===== src/rtl/uart_bus_device.sv =====
// Memory-mapped 8N1 UART on the device bus: TXD/RXD/CON registers, tx and rx
// FSMs driven by down-counting bit timers, and a registered level interrupt.
module uart_bus_device #(
  parameter int unsigned CLK_FREQ  = 100_000_000,
  parameter int unsigned BAUD      = 9600,
  parameter logic [31:0] BASE_ADDR = 32'h4000_0018
) (
  input  logic        clk,
  input  logic        reset,
  input  logic        Read,
  input  logic        Write,
  input  logic [31:0] Address,
  input  logic [31:0] Write_data,
  output logic [31:0] Read_data,
  input  logic        uart_rx,
  output logic        uart_tx,
  output logic        irq
);

  localparam int unsigned DIV = CLK_FREQ / BAUD;
  localparam int unsigned CW  = $clog2(DIV);
  localparam logic [CW-1:0] CNT_BIT  = CW'(DIV - 1);
  localparam logic [CW-1:0] CNT_HALF = CW'(DIV / 2 - 1);
  localparam logic [29:0] TXD_W = BASE_ADDR[31:2];
  localparam logic [29:0] RXD_W = BASE_ADDR[31:2] + 30'd1;
  localparam logic [29:0] CON_W = BASE_ADDR[31:2] + 30'd2;

  typedef enum logic [1:0] {ST_IDLE, ST_START, ST_DATA, ST_STOP} st_e;

  st_e           tx_st_q, rx_st_q;
  logic [CW-1:0] tx_cnt_q, rx_cnt_q;
  logic [2:0]    tx_bit_q, rx_bit_q;
  logic [7:0]    tx_shift_q, rx_shift_q;
  logic          tx_q;
  logic          rx_s1_q, rx_s2_q, rx_prev_q;
  logic [7:0]    rxd_q, rxd_d;
  logic [1:0]    ie_q, ie_d;
  logic          tx_done_q, tx_done_d;
  logic          rx_valid_q, rx_valid_d;
  logic          ovr_q, ovr_d;
  logic          irq_q;

  // Address[1:0] and the upper store bits are intentionally ignored.
  logic unused_bits;
  assign unused_bits = ^{Address[1:0], Write_data[31:8]};

  logic sel_txd, sel_rxd, sel_con;
  assign sel_txd = (Address[31:2] == TXD_W);
  assign sel_rxd = (Address[31:2] == RXD_W);
  assign sel_con = (Address[31:2] == CON_W);

  logic wr_txd, wr_con, rd_rxd, rd_con;
  assign wr_txd = Write & sel_txd;
  assign wr_con = Write & sel_con;
  assign rd_rxd = Read & sel_rxd;
  assign rd_con = Read & sel_con;

  logic tx_busy, tx_fin, tx_start, rx_fin_ok;
  assign tx_busy   = (tx_st_q != ST_IDLE);
  assign tx_fin    = (tx_st_q == ST_STOP) && (tx_cnt_q == '0);
  // A write landing on the final stop cycle starts the next frame back to back.
  assign tx_start  = wr_txd & (~tx_busy | tx_fin);
  assign rx_fin_ok = (rx_st_q == ST_STOP) && (rx_cnt_q == '0) && rx_s2_q;

  // Transmit FSM: start bit, 8 data bits LSB first, stop bit, DIV cycles each.
  always_ff @(posedge clk or negedge reset) begin
    if (!reset) begin
      tx_st_q    <= ST_IDLE;
      tx_cnt_q   <= '0;
      tx_bit_q   <= '0;
      tx_shift_q <= '0;
      tx_q       <= 1'b1;
    end else begin
      case (tx_st_q)
        ST_IDLE: begin
          if (tx_start) begin
            tx_st_q    <= ST_START;
            tx_cnt_q   <= CNT_BIT;
            tx_shift_q <= Write_data[7:0];
            tx_q       <= 1'b0;
          end
        end
        ST_START: begin
          if (tx_cnt_q == '0) begin
            tx_st_q    <= ST_DATA;
            tx_cnt_q   <= CNT_BIT;
            tx_bit_q   <= '0;
            tx_q       <= tx_shift_q[0];
            tx_shift_q <= {1'b0, tx_shift_q[7:1]};
          end else begin
            tx_cnt_q <= tx_cnt_q - 1'b1;
          end
        end
        ST_DATA: begin
          if (tx_cnt_q == '0) begin
            tx_cnt_q <= CNT_BIT;
            if (tx_bit_q == 3'd7) begin
              tx_st_q <= ST_STOP;
              tx_q    <= 1'b1;
            end else begin
              tx_bit_q   <= tx_bit_q + 1'b1;
              tx_q       <= tx_shift_q[0];
              tx_shift_q <= {1'b0, tx_shift_q[7:1]};
            end
          end else begin
            tx_cnt_q <= tx_cnt_q - 1'b1;
          end
        end
        ST_STOP: begin
          if (tx_cnt_q == '0) begin
            if (tx_start) begin
              tx_st_q    <= ST_START;
              tx_cnt_q   <= CNT_BIT;
              tx_shift_q <= Write_data[7:0];
              tx_q       <= 1'b0;
            end else begin
              tx_st_q <= ST_IDLE;
            end
          end else begin
            tx_cnt_q <= tx_cnt_q - 1'b1;
          end
        end
        default: tx_st_q <= ST_IDLE;
      endcase
    end
  end

  // Two-flop synchronizer plus a delayed copy for falling-edge detection.
  // Held at the idle-high level in reset so release never looks like a start bit.
  always_ff @(posedge clk or negedge reset) begin
    if (!reset) begin
      rx_s1_q   <= 1'b1;
      rx_s2_q   <= 1'b1;
      rx_prev_q <= 1'b1;
    end else begin
      rx_s1_q   <= uart_rx;
      rx_s2_q   <= rx_s1_q;
      rx_prev_q <= rx_s2_q;
    end
  end

  // Receive FSM: confirm start at mid-bit, then sample each bit at its centre.
  always_ff @(posedge clk or negedge reset) begin
    if (!reset) begin
      rx_st_q    <= ST_IDLE;
      rx_cnt_q   <= '0;
      rx_bit_q   <= '0;
      rx_shift_q <= '0;
    end else begin
      case (rx_st_q)
        ST_IDLE: begin
          if (rx_prev_q && !rx_s2_q) begin
            rx_st_q  <= ST_START;
            rx_cnt_q <= CNT_HALF;
          end
        end
        ST_START: begin
          if (rx_cnt_q == '0) begin
            rx_cnt_q <= CNT_BIT;
            rx_bit_q <= '0;
            rx_st_q  <= rx_s2_q ? ST_IDLE : ST_DATA;
          end else begin
            rx_cnt_q <= rx_cnt_q - 1'b1;
          end
        end
        ST_DATA: begin
          if (rx_cnt_q == '0) begin
            rx_cnt_q   <= CNT_BIT;
            rx_shift_q <= {rx_s2_q, rx_shift_q[7:1]};
            if (rx_bit_q == 3'd7) rx_st_q <= ST_STOP;
            else                  rx_bit_q <= rx_bit_q + 1'b1;
          end else begin
            rx_cnt_q <= rx_cnt_q - 1'b1;
          end
        end
        ST_STOP: begin
          if (rx_cnt_q == '0) rx_st_q  <= ST_IDLE;
          else                rx_cnt_q <= rx_cnt_q - 1'b1;
        end
        default: rx_st_q <= ST_IDLE;
      endcase
    end
  end

  // Flag next-state: read clears apply first so a same-edge set wins.
  always_comb begin
    ie_d       = ie_q;
    rxd_d      = rxd_q;
    tx_done_d  = tx_done_q;
    rx_valid_d = rx_valid_q;
    ovr_d      = ovr_q;
    if (wr_con) ie_d = Write_data[1:0];
    if (rd_con) begin
      tx_done_d = 1'b0;
      ovr_d     = 1'b0;
    end
    if (rd_rxd) rx_valid_d = 1'b0;
    if (tx_fin) tx_done_d = 1'b1;
    if (rx_fin_ok) begin
      rxd_d      = rx_shift_q;
      rx_valid_d = 1'b1;
      if (rx_valid_q) ovr_d = 1'b1;
    end
  end

  // Register file and interrupt, irq lagging the flags by one cycle.
  always_ff @(posedge clk or negedge reset) begin
    if (!reset) begin
      ie_q       <= '0;
      rxd_q      <= '0;
      tx_done_q  <= 1'b0;
      rx_valid_q <= 1'b0;
      ovr_q      <= 1'b0;
      irq_q      <= 1'b0;
    end else begin
      ie_q       <= ie_d;
      rxd_q      <= rxd_d;
      tx_done_q  <= tx_done_d;
      rx_valid_q <= rx_valid_d;
      ovr_q      <= ovr_d;
      irq_q      <= (ie_q[0] & tx_done_q) | (ie_q[1] & rx_valid_q);
    end
  end

  // Combinational load data so the access completes in the same bus cycle.
  always_comb begin
    Read_data = '0;
    if (Read) begin
      if (sel_rxd)      Read_data = {24'd0, rxd_q};
      else if (sel_con) Read_data = {26'd0, ovr_q, tx_busy, rx_valid_q, tx_done_q, ie_q};
    end
  end

  assign uart_tx = tx_q;
  assign irq     = irq_q;

endmodule


===== config.mk =====
export PLATFORM = sky130hd
export DESIGN_NAME = uart_bus_device
export DESIGN_NICKNAME = d
export VERILOG_FILES = /design/src/rtl/uart_bus_device.sv
export SDC_FILE = /design/constraint.sdc
export NUM_CORES = 1
export LEC_CHECK = 0
export CAP_MARGIN = 20
export CORE_UTILIZATION = 30
export CTS_BUF_LIST = sky130_fd_sc_hd__clkbuf_4 sky130_fd_sc_hd__clkbuf_8
export DETAILED_ROUTE_END_ITERATION = 6
export PLACE_DENSITY = 0.55
export SLEW_MARGIN = 15
export SYNTH_ARGS = -nofsm -noshare
export SYNTH_HDL_FRONTEND = slang
export SYNTH_SLANG_ARGS = --single-unit

===== constraint.sdc =====
create_clock -name clk -period 2.85 [get_ports clk]
set_input_delay 0.57 -clock clk [delete_from_list [all_inputs] [get_ports clk]]
set_output_delay 0.57 -clock clk [all_outputs]
set_load 0.1 [all_outputs]

### Word level (Yosys, flattened, before mapping)

Index checks and enable logic that the tools add are counted.

| storage, ports and cells | value |
|---|---|
| flip-flop bits (word level) | 72 |
| input bits | 69 |
| output and inout bits | 34 |
| word-level logic and storage cells | 132 |

| cells by class | value |
|---|---|
| add/sub/neg operators | 4 |
| equal/unequal tests | 24 |
| multiplexer cells | 52 |
| bitwise logic cells | 10 |
| reduce and logical (&&, ||, !) cells | 24 |

Operators with widths:

| kind | count |
|---|---|
| $eq A30 B29 Y1 const B | 3 |
| $mux W14 | 6 |
| $pmux W14 S3 | 2 |
| $mux W8 | 7 |
| $pmux W8 S4 | 1 |
| $logic_not A14 Y1 | 2 |
| $sub A14 B1 Y14 const B | 2 |
| $mux W2 | 11 |
| $ne A2 B2 Y1 const B | 11 |
| $mux W3 | 6 |
| $pmux W2 S4 | 2 |
| $mux W1 | 13 |
| $pmux W3 S2 | 2 |
| $reduce_and A4 Y1 | 3 |
| $reduce_and A5 Y1 | 2 |
| $reduce_bool A2 Y1 | 5 |
| $eq A2 B2 Y1 const B | 4 |
| $and A1 B1 Y1 | 7 |
| $add A3 B1 Y3 const B | 2 |
| $eq A3 B3 Y1 const B | 2 |
| $mux W6 | 1 |
| $eq A2 B1 Y1 const B | 2 |
| $logic_and A1 B1 Y1 | 4 |
| $logic_not A2 Y1 | 2 |
| 8 further kinds | 12 |

### Depth between registers and ports, before layout

Gate-level depths: netlist of run 1.

| logic depth | value |
|---|---|
| word-level depth | 7 |
| gate-level depth with buffers | 10 |
| depth with buffers taken out | 7 |

### Worst setup path after synthesis of run 1

No wires, ideal clock.

| timing | value |
|---|---|
| kind | input-to-output |
| start point | in Address[10] |
| end point | out Read_data[0] |
| arrival | 2.648 ns |
| data required time | 2.280 ns |
| path slack | -0.368 ns |
| stages | 5 |
| buffers on the path | 1 |
| path through | or4b_2 -> nor4_1 -> and4_1 -> clkbuf_1 -> a22o_1 |

| between the ends | value |
|---|---|
| cells in the longest elaborated chain, start to end | 4 |
| elaborated cells between the ends (all ways) | 5 |
| classes of those cells | eq/ne (2); mux (3) |

Ends and longest elaborated chain:

| element | line | source |
|---|---|---|
| from (decl) | 12 | `input logic [31:0] Address,` |
| $eq A30 B29 Y1 | 50 | `assign sel_con = (Address[31:2] == CON_W);` |
| $mux W6 | 230 | `else if (sel_con) Read_data = {26'd0, ovr_q, tx_busy, rx_valid_q, tx_done_q, ie_q};` |
| $mux W8 * | 229 | `if (sel_rxd) Read_data = {24'd0, rxd_q};` |
| $mux W8 * | 228 | `if (Read) begin` |
| to (decl) | 14 | `output logic [31:0] Read_data,` |

Mark *: on every way between the ends. The rest lies on a longest branch, timed or not.

### Worst setup path after layout of run 1

| timing | value |
|---|---|
| start point | in Address[15] |
| end point | out Read_data[4] |

The elaborated chain is that of the path after synthesis.

==> results of run 1 <==
==> worst max-delay path: stages <==
cell and delay (ns):
clkbuf_2 0.08, or4_4 0.55, nor4_4 0.30, and4_4 0.29
buf_6 0.13, a22o_4 0.15, buf_12 0.16
==> worst min-delay path by stage <==
| stage | start | to | slack, ns | cells after the start |
|---|---|---|---|---|
| detailed placement | rx_s1_q | rx_s2_q | 0.35 | 0 |
| global route | reset | rx_bit_q[0] | 0.26 | 1 |
| finish | reset | rx_bit_q[0] | 0.23 | 1 |
| CTS | reset | rx_bit_q[0] | 0.25 | 1 |
| floorplan | reset | async pin | 0.27 | 0 |
| global placement | rx_s1_q | rx_s2_q | 0.35 | 0 |
==> cell type report <==
| class | instances | area share [%] |
|---|---|---|
| clock inverter | 5 | 1.86 |
| sequential | 72 | 32.8 |
| inverter | 19 | 1.29 |
| clock buffer | 11 | 2.75 |
| multi-input combinational | 335 | 44.1 |
| tap | 180 | 4.09 |
| timing repair buffer | 70 | 13.1 |
==> state kept, by name (all words and copies together) (netlist names), 2 cells and up, named ones only <==
register    flops
rx_bit_q        3
tx_st_q         2
ie_q            2
rx_cnt_q       14
tx_bit_q        3
tx_cnt_q       14
rx_shift_q      8
tx_shift_q      8
rxd_q           8
==> repair_timing <==
action / 4_1_cts / 5_1_grt
resized for setup: 44 / 15
gates cloned: 1 / 0
setup buffers: 3 / 2
pin swaps: 13 / 11
hold endpoints to repair: 0 / 0
endpoints found under the setup margin: 8 / 8
hold buffers: 0 / 0
==> metal layers <==
metal  GRT usage, %  wire [um]  vias up
met5              0          0        -
met4           4.42        106        0
met3           3.62        583       10
met2           23.3       4970      116
met1           18.8       4610     1770
li1               -          -     1732
==> through the flow <==
| step | worst slack (ns) | util, % | hold slack [ns] | total power [uW] | std cells |
|---|---|---|---|---|---|
| after detailed placement | -0.427 | 36.6 | 0.348 | 2250 | 670 |
| after global placement | -0.380 | 36.6 | 0.347 | 2210 | 670 |
| after CTS | 0.00170 | 39.2 | 0.246 | 3290 | 690 |
| final | 0.0439 | 39.2 | 0.226 | 3250 | 692 |
| after floorplan | -0.0791 | - | 0.274 | 1990 | 466 |
| after global routing | -0.0363 | 39.2 | 0.262 | 3470 | 692 |
==> layout by cell type, fill, tap and decap left out, drive strengths merged, types with 4 or more instances in the layout <==
master | Yosys | routed
o22a | 6 | 6
a31oi | 9 | 9
dfstp | 4 | 4
nor2 | 34 | 34
ha | 17 | 17
o31ai | 5 | 5
a21o | 6 | 6
or4 | 7 | 7
buf | 26 | 31
dfrtp | 68 | 68
nand3 | 4 | 4
nand4 | 5 | 5
nand2 | 24 | 24
conb | 1 | 24
nor3 | 14 | 14
a22o | 16 | 16
or3 | 7 | 7
a21oi | 25 | 25
o22ai | 4 | 4
and4 | 4 | 4
nand2b | 4 | 4
mux2 | 33 | 33
clkdlybuf4s50 | 0 | 26
clkbuf | 14 | 17
nor4 | 12 | 12
or2 | 4 | 4
inv | 19 | 19
o21ai | 26 | 26
nor4b | 4 | 4
==> cells by family after synthesis <==
logic type,after synthesis,synth area share [%]
multiplexers,35,8.99
adder cells (fa/ha/maj),17,4.88
AND/OR/NAND/NOR,133,17.3
flip-flops,72,41.5
buffers and inverters,59,7.18
other,1,0.0861
XOR/XNOR,1,0.201
AO/OA/AOI/OAI,125,19.9
==> power by group through the flow <==
| stage | Clock [uW] | Combinational, uW | Sequential, uW |
|---|---|---|---|
| 3_5_place_dp | 0 | 1020 | 1230 |
| 2_1_floorplan | 0 | 787 | 1200 |
| 6_report | 1020 | 1020 | 1210 |
| 5_1_grt | 1100 | 1140 | 1230 |
| 4_1_cts | 1050 | 1020 | 1210 |
| 3_3_place_gp | 0 | 989 | 1220 |
==> results.ini, run 1 <==
[run_status]
status = completed

[power]
p_int_uw = 2100
p_leak_uw = 0.00248
pwr-share-comb_pct = 31.3
max-vdd-ir-drop_mv = 0.378
clkPwrFrac_pct = 31.4
p_per_area_nw_per_um2 = 590
switching_share_pct = 35.3
p_seq_share_pct = 37.4
p_switching_uw = 1150

[grt]
antenna_found_initial = 0
grt_start_max_net_pins = 46
grt_pass1_vias = 3448
track_usage_pct = 14.4
grt_pass1_wl_um = 16900
overflow = 0

[final_layout]
multi_input_area_um2 = 2430
fillerInstances = 1375
diodes = 0
layout-drive-gt1-share_pct = 23.0
nets = 593
stdcell_area_um2 = 5510
syn_to_final_growth_pct = 26.5
seqCellArea_um2 = 1810

[cts]
cts_tree = built
cts_root_buf = clkbuf_8
clk_path_buf_depth = 2
cts_buffers = 9
clock_latency_ns = 0.36
cts_sinks = 72
htreeDepth = 3
path_clk_slew_ns = 0.08

[yosys]
yosysUniqueCellTypes = 64
netlist.area_leader.share_pct = 39.1
avgSynthCellArea_um2 = 9.83
ys_ff_latch = 72
yosysSeqAreaShare_pct = 41.5
async_reset_ff_share_pct = 100
synth.area.top_cells = dfrtp_1 39%, mux2_2 8.5%, ha_1 4.9%
yosysWarnings = 0
synth_edf_count = 0
synth_flop_cell = dfrtp_1
syn_inst = 443
yosys.cell_count.top_type = dfrtp_1
netlist_top_cells_count = 68 x dfrtp_1, 34 x nor2_1, 33 x mux2_2
synth_area_leader_cell = dfrtp_1
syn_area_um2 = 4360

[floorplanning]
initial_core_util_pct = 31.0
rows = 43
core_area_um2 = 14000
fp.dieW_um = 122
die_area_um2 = 15000
die_h_um = 122
io_pins = 103

[min_path]
holdCritPathClass = in -> async

[worst_setup_path]
r2r_cells = 8
r2r_start = tx_cnt_q[0]
crit_arrival_ns = 2.24
critPathCapture = Read_data[4]
critPathLaunch = Address[15]
worstSetupEndpointType = output pin
r2r-end = tx_cnt_q[10]
start_kind = input port
crit_path_max_fanout = 5
reg2reg_setup_slack_ns = 0.31
critical_path_class = in -> out
crit_required_ns = 2.28

[timing]
setup_viol = 0
rsz0062_at_grt = true
fmax_mhz = 356
hold_viol_final = 0
timing.setup.tns_ns = 0
slew_violations = 0
worst_pin_slew_ns = 0.719
post-route-min-period_ns = 2.81
relSlewSlack_pct = 51.4
period_share_pct = 98.5
fin_skew_ns = 0.00813

[route]
postRouteAntennaNets = 0
post_drt_via_cell_ratio = 5.24
wl_per_cell_um = 14.8
drc = 0
drt_iter0_drc = 159
wirelength_um = 10300
firstDrtPassIters = 5
vias = 3628

[placement]
gp_congestion = 0.832
placed_area_um2 = 5140
hpwl_um = 7270
io_buffer_count = 52

[flow_run]
cap_violations = 0

No activity file was read; power rests on OpenSTA's default activity.
==> run 2: changes to the inputs <==
--- a/config.mk
+++ b/config.mk
@@ -5,11 +5,14 @@
 export SDC_FILE = /design/constraint.sdc
 export NUM_CORES = 1
 export LEC_CHECK = 0
+export ABC_AREA = 1
 export CAP_MARGIN = 20
-export CORE_UTILIZATION = 30
+export CELL_PAD_IN_SITES_DETAIL_PLACEMENT = 0
+export CELL_PAD_IN_SITES_GLOBAL_PLACEMENT = 2
+export CORE_UTILIZATION = 29
 export CTS_BUF_LIST = sky130_fd_sc_hd__clkbuf_4 sky130_fd_sc_hd__clkbuf_8
 export DETAILED_ROUTE_END_ITERATION = 6
-export PLACE_DENSITY = 0.55
+export PLACE_DENSITY = 0.84
 export SLEW_MARGIN = 15
 export SYNTH_ARGS = -nofsm -noshare
 export SYNTH_HDL_FRONTEND = slang
==> run 2 against run 1 <==
Compared with the run above: setup slack gained 0.046 ns; die area up 5.9%; power decreased by 2.2%; clock skew is 0.0020 ns higher; global-route usage down 1.1 points; critical path depth up 2; sequential cell count unchanged; sequential share of layout area rose by 0.075 points; combinational power hardly changed; hold slack worse by 0.12 ns; register-to-register slack better by 0.42 ns; critical endpoint is now Read_data[5].
==> results.ini, run 2 <==
[run_status]
status = completed

[yosys]
ys_ff_latch = 72  ; unchanged
synth.area.top_cells = dfrtp_1 38%, nand2_1 14%, nand3_1 5.8%
netlist.area_leader.share_pct = 38.1  ; -0.93 points
synth_flop_cell = dfrtp_1
syn_area_um2 = 4460  ; +2.4%
synth_area_leader_cell = dfrtp_1
synth_edf_count = 0  ; unchanged
yosysSeqAreaShare_pct = 40.5  ; -0.99 points
yosys.cell_count.top_type = nand2_1
yosysWarnings = 0  ; unchanged
syn_inst = 596  ; +35%
yosysUniqueCellTypes = 41  ; -36%
async_reset_ff_share_pct = 100  ; unchanged
avgSynthCellArea_um2 = 7.49  ; -24%
netlist_top_cells_count = 166 x nand2_1, 69 x inv_1, 68 x dfrtp_1

[worst_setup_path]
crit_required_ns = 2.28  ; about the same
worstSetupEndpointType = output pin
critical_path_class = in -> out
crit_path_max_fanout = 8  ; +3
critPathLaunch = Address[19]
start_kind = input port
crit_arrival_ns = 2.19  ; -0.05 ns
r2r_start = tx_st_q[0]

[grt]
antenna_found_initial = 0  ; unchanged
grt_pass1_wl_um = 17200  ; +1.8%
grt_start_max_net_pins = 34  ; -26%
overflow = 0  ; unchanged
grt_pass1_vias = 3784  ; +9.7%
track_usage_pct = 13.3  ; -1.1 points

[timing]
setup_ws_ns = 0.0903  ; +0.0463 ns
fmax_mhz = 362  ; +1.7%
hold_viol_final = 0  ; unchanged
fin_skew_ns = 0.0102  ; +0.00205 ns
slew_violations = 0  ; unchanged
relSlewSlack_pct = 58.0  ; +6.7 points
worst_pin_slew_ns = 0.629  ; -0.0906 ns
setup_viol = 0  ; unchanged
period_share_pct = 96.8  ; -1.6 points
post-route-min-period_ns = 2.76  ; -0.0463 ns
timing.setup.tns_ns = 0  ; unchanged

[route]
vias = 3782  ; +4.2%
drt_iter0_drc = 124  ; -22%
postRouteAntennaNets = 0  ; unchanged
drc = 0  ; unchanged
wl_per_cell_um = 11.7  ; -21%
wirelength_um = 9940  ; -3.2%
firstDrtPassIters = 4  ; -1
post_drt_via_cell_ratio = 4.46  ; -15%

[final_layout]
diodes = 0  ; unchanged
stdcell_area_um2 = 5500  ; -0.23%
syn_to_final_growth_pct = 23.2
layout-drive-gt1-share_pct = 12.0  ; -11 points
layout_commonest_cell = nand2_1
layout_common_cells = 160 x nand2_1, 68 x inv_1, 68 x dfrtp_1, 56 x nor2_1, 51 x nand3_1
top_regs = rx_cnt_q: 14 flops, tx_cnt_q: 14 flops
nets = 745  ; +26%
instances_no_fill = 848  ; +23%

[flow_run]
cap_violations = 0  ; unchanged

[floorplanning]
fp.dieW_um = 126  ; +2.9%
die_h_um = 126  ; +2.9%
core_area_um2 = 14800  ; +5.1%
die_area_um2 = 15900  ; +5.9%
io_pins = 103  ; unchanged
initial_core_util_pct = 30.2  ; -0.78 points
rows = 44  ; +2.3%

[placement]
post-place-cells = 831  ; +24%
hpwl_um = 7580  ; +4.3%
placed_area_um2 = 5210  ; +1.3%
preCtsSetupSlack_ns = 0.0172  ; +0.444 ns
gp_congestion = 0.777  ; -6.7%
io_buffer_count = 52  ; unchanged

[cts]
cts_tree = built
cts_sinks = 72  ; unchanged
cts_root_buf = clkbuf_8
clock_latency_ns = 0.37  ; about the same
path_clk_slew_ns = 0.08  ; about the same
cts_buffers = 9  ; unchanged
htreeDepth = 3  ; unchanged
hold_buffers = 0  ; unchanged
clk_path_buf_depth = 2  ; unchanged

[min_path]
holdCritPathClass = in -> async

[power]
p_per_area_nw_per_um2 = 578  ; -2.0%
power_uw = 3180  ; -2.2%
max-vdd-ir-drop_mv = 0.348  ; -7.8%
p_leak_uw = 0.00266  ; +7.4%

-- run 2: cell types whose count changed in the layout (fill, tap and decap cells not counted), moves of 15 or more --
| cell | change |
|---|---|
| nand2_1 | +136 |
| inv_1 | +49 |
| nand3_1 | +47 |
| mux2_2 | -33 |
| nor2_1 | +22 |
| a21oi_1 | -17 |
| clkdlybuf4s50_1 | +15 |
| o21ai_0 | +15 |
-- run 2: worst max-delay path: stages --
cell	delay [ns]
clkdlybuf4s50_1	0.39
or2_1	0.28
nor2_4	0.15
nand3_2	0.09
nor3b_2	0.16
buf_4	0.17
nand3_1	0.07
nand2_1	0.11
buf_12	0.18
-- run 2: through the flow --
step | hold WS (ns) | util, %
3_5_place_dp | 0.347 | 35.3
3_3_place_gp | 0.347 | 35.3
2_1_floorplan | 0.274 | -
4_1_cts | 0.0981 | 36.9
6_report | 0.109 | 37.2
5_1_grt | 0.114 | 37.2
-- run 2: report_power, final --
part           switching [uW]  total [uW]  internal, uW
registers                80.4        1220          1140
clock network             424         973           549
logic                     673         986           313
total                    1180        3180          2000
-- run 2: logic make-up (layout without fill, tap and decap cells) --
group / count (synthesis) / count (layout) / share of synthesized area [%]
and+or+nand+nor: 314 / 314 / 30.9
buffers and inverters: 102 / 147 / 11.0
AOI/OAI and AO/OA: 73 / 73 / 9.34
DFF: 72 / 72 / 40.5
adders and majority gates: 17 / 17 / 4.77
xor gates and xnor gates: 17 / 17 / 3.34
other: 1 / 24 / 0.0840
-- run 2: path summary, 6_finish.rpt --
path | endpoint | slack (ns) | depth (start not counted)
setup / recovery | Read_data[5] | 0.09 | 9
hold / removal | ie_q[1] | 0.11 | 1
setup reg to reg | tx_cnt_q[12] | 0.73 | 6
hold reg to reg | rx_s2_q | 0.36 | 0
max in group asynchronous | rx_s1_q | 2.01 | 2
min in group clk | rx_s2_q | 0.36 | 0
-- run 2: area by class of cell --
cell class,instances,area (um2)
fillers,1521,9260
multi-input cells,445,2290
flip-flops and latches,72,1810
repair buffers,59,659
inverters,72,273
well taps,184,230
clock buffers,11,151
clock inverters,5,86.3
-- run 2: what timing repair did --
action,4_1_cts,5_1_grt
setup endpoints to repair,0,8
resized for setup,0,16
buffers inserted,0,1
-- run 2: routing by layer --
metal / vias up / share of wire, % / global-route usage, %
met4: 0 / 1.1 / 4.04
met3: 9 / 3.8 / 3.57
met5: - / 0 / 0
met2: 59 / 49 / 23.4
met1: 1738 / 46 / 15.8
li1: 1976 / - / -
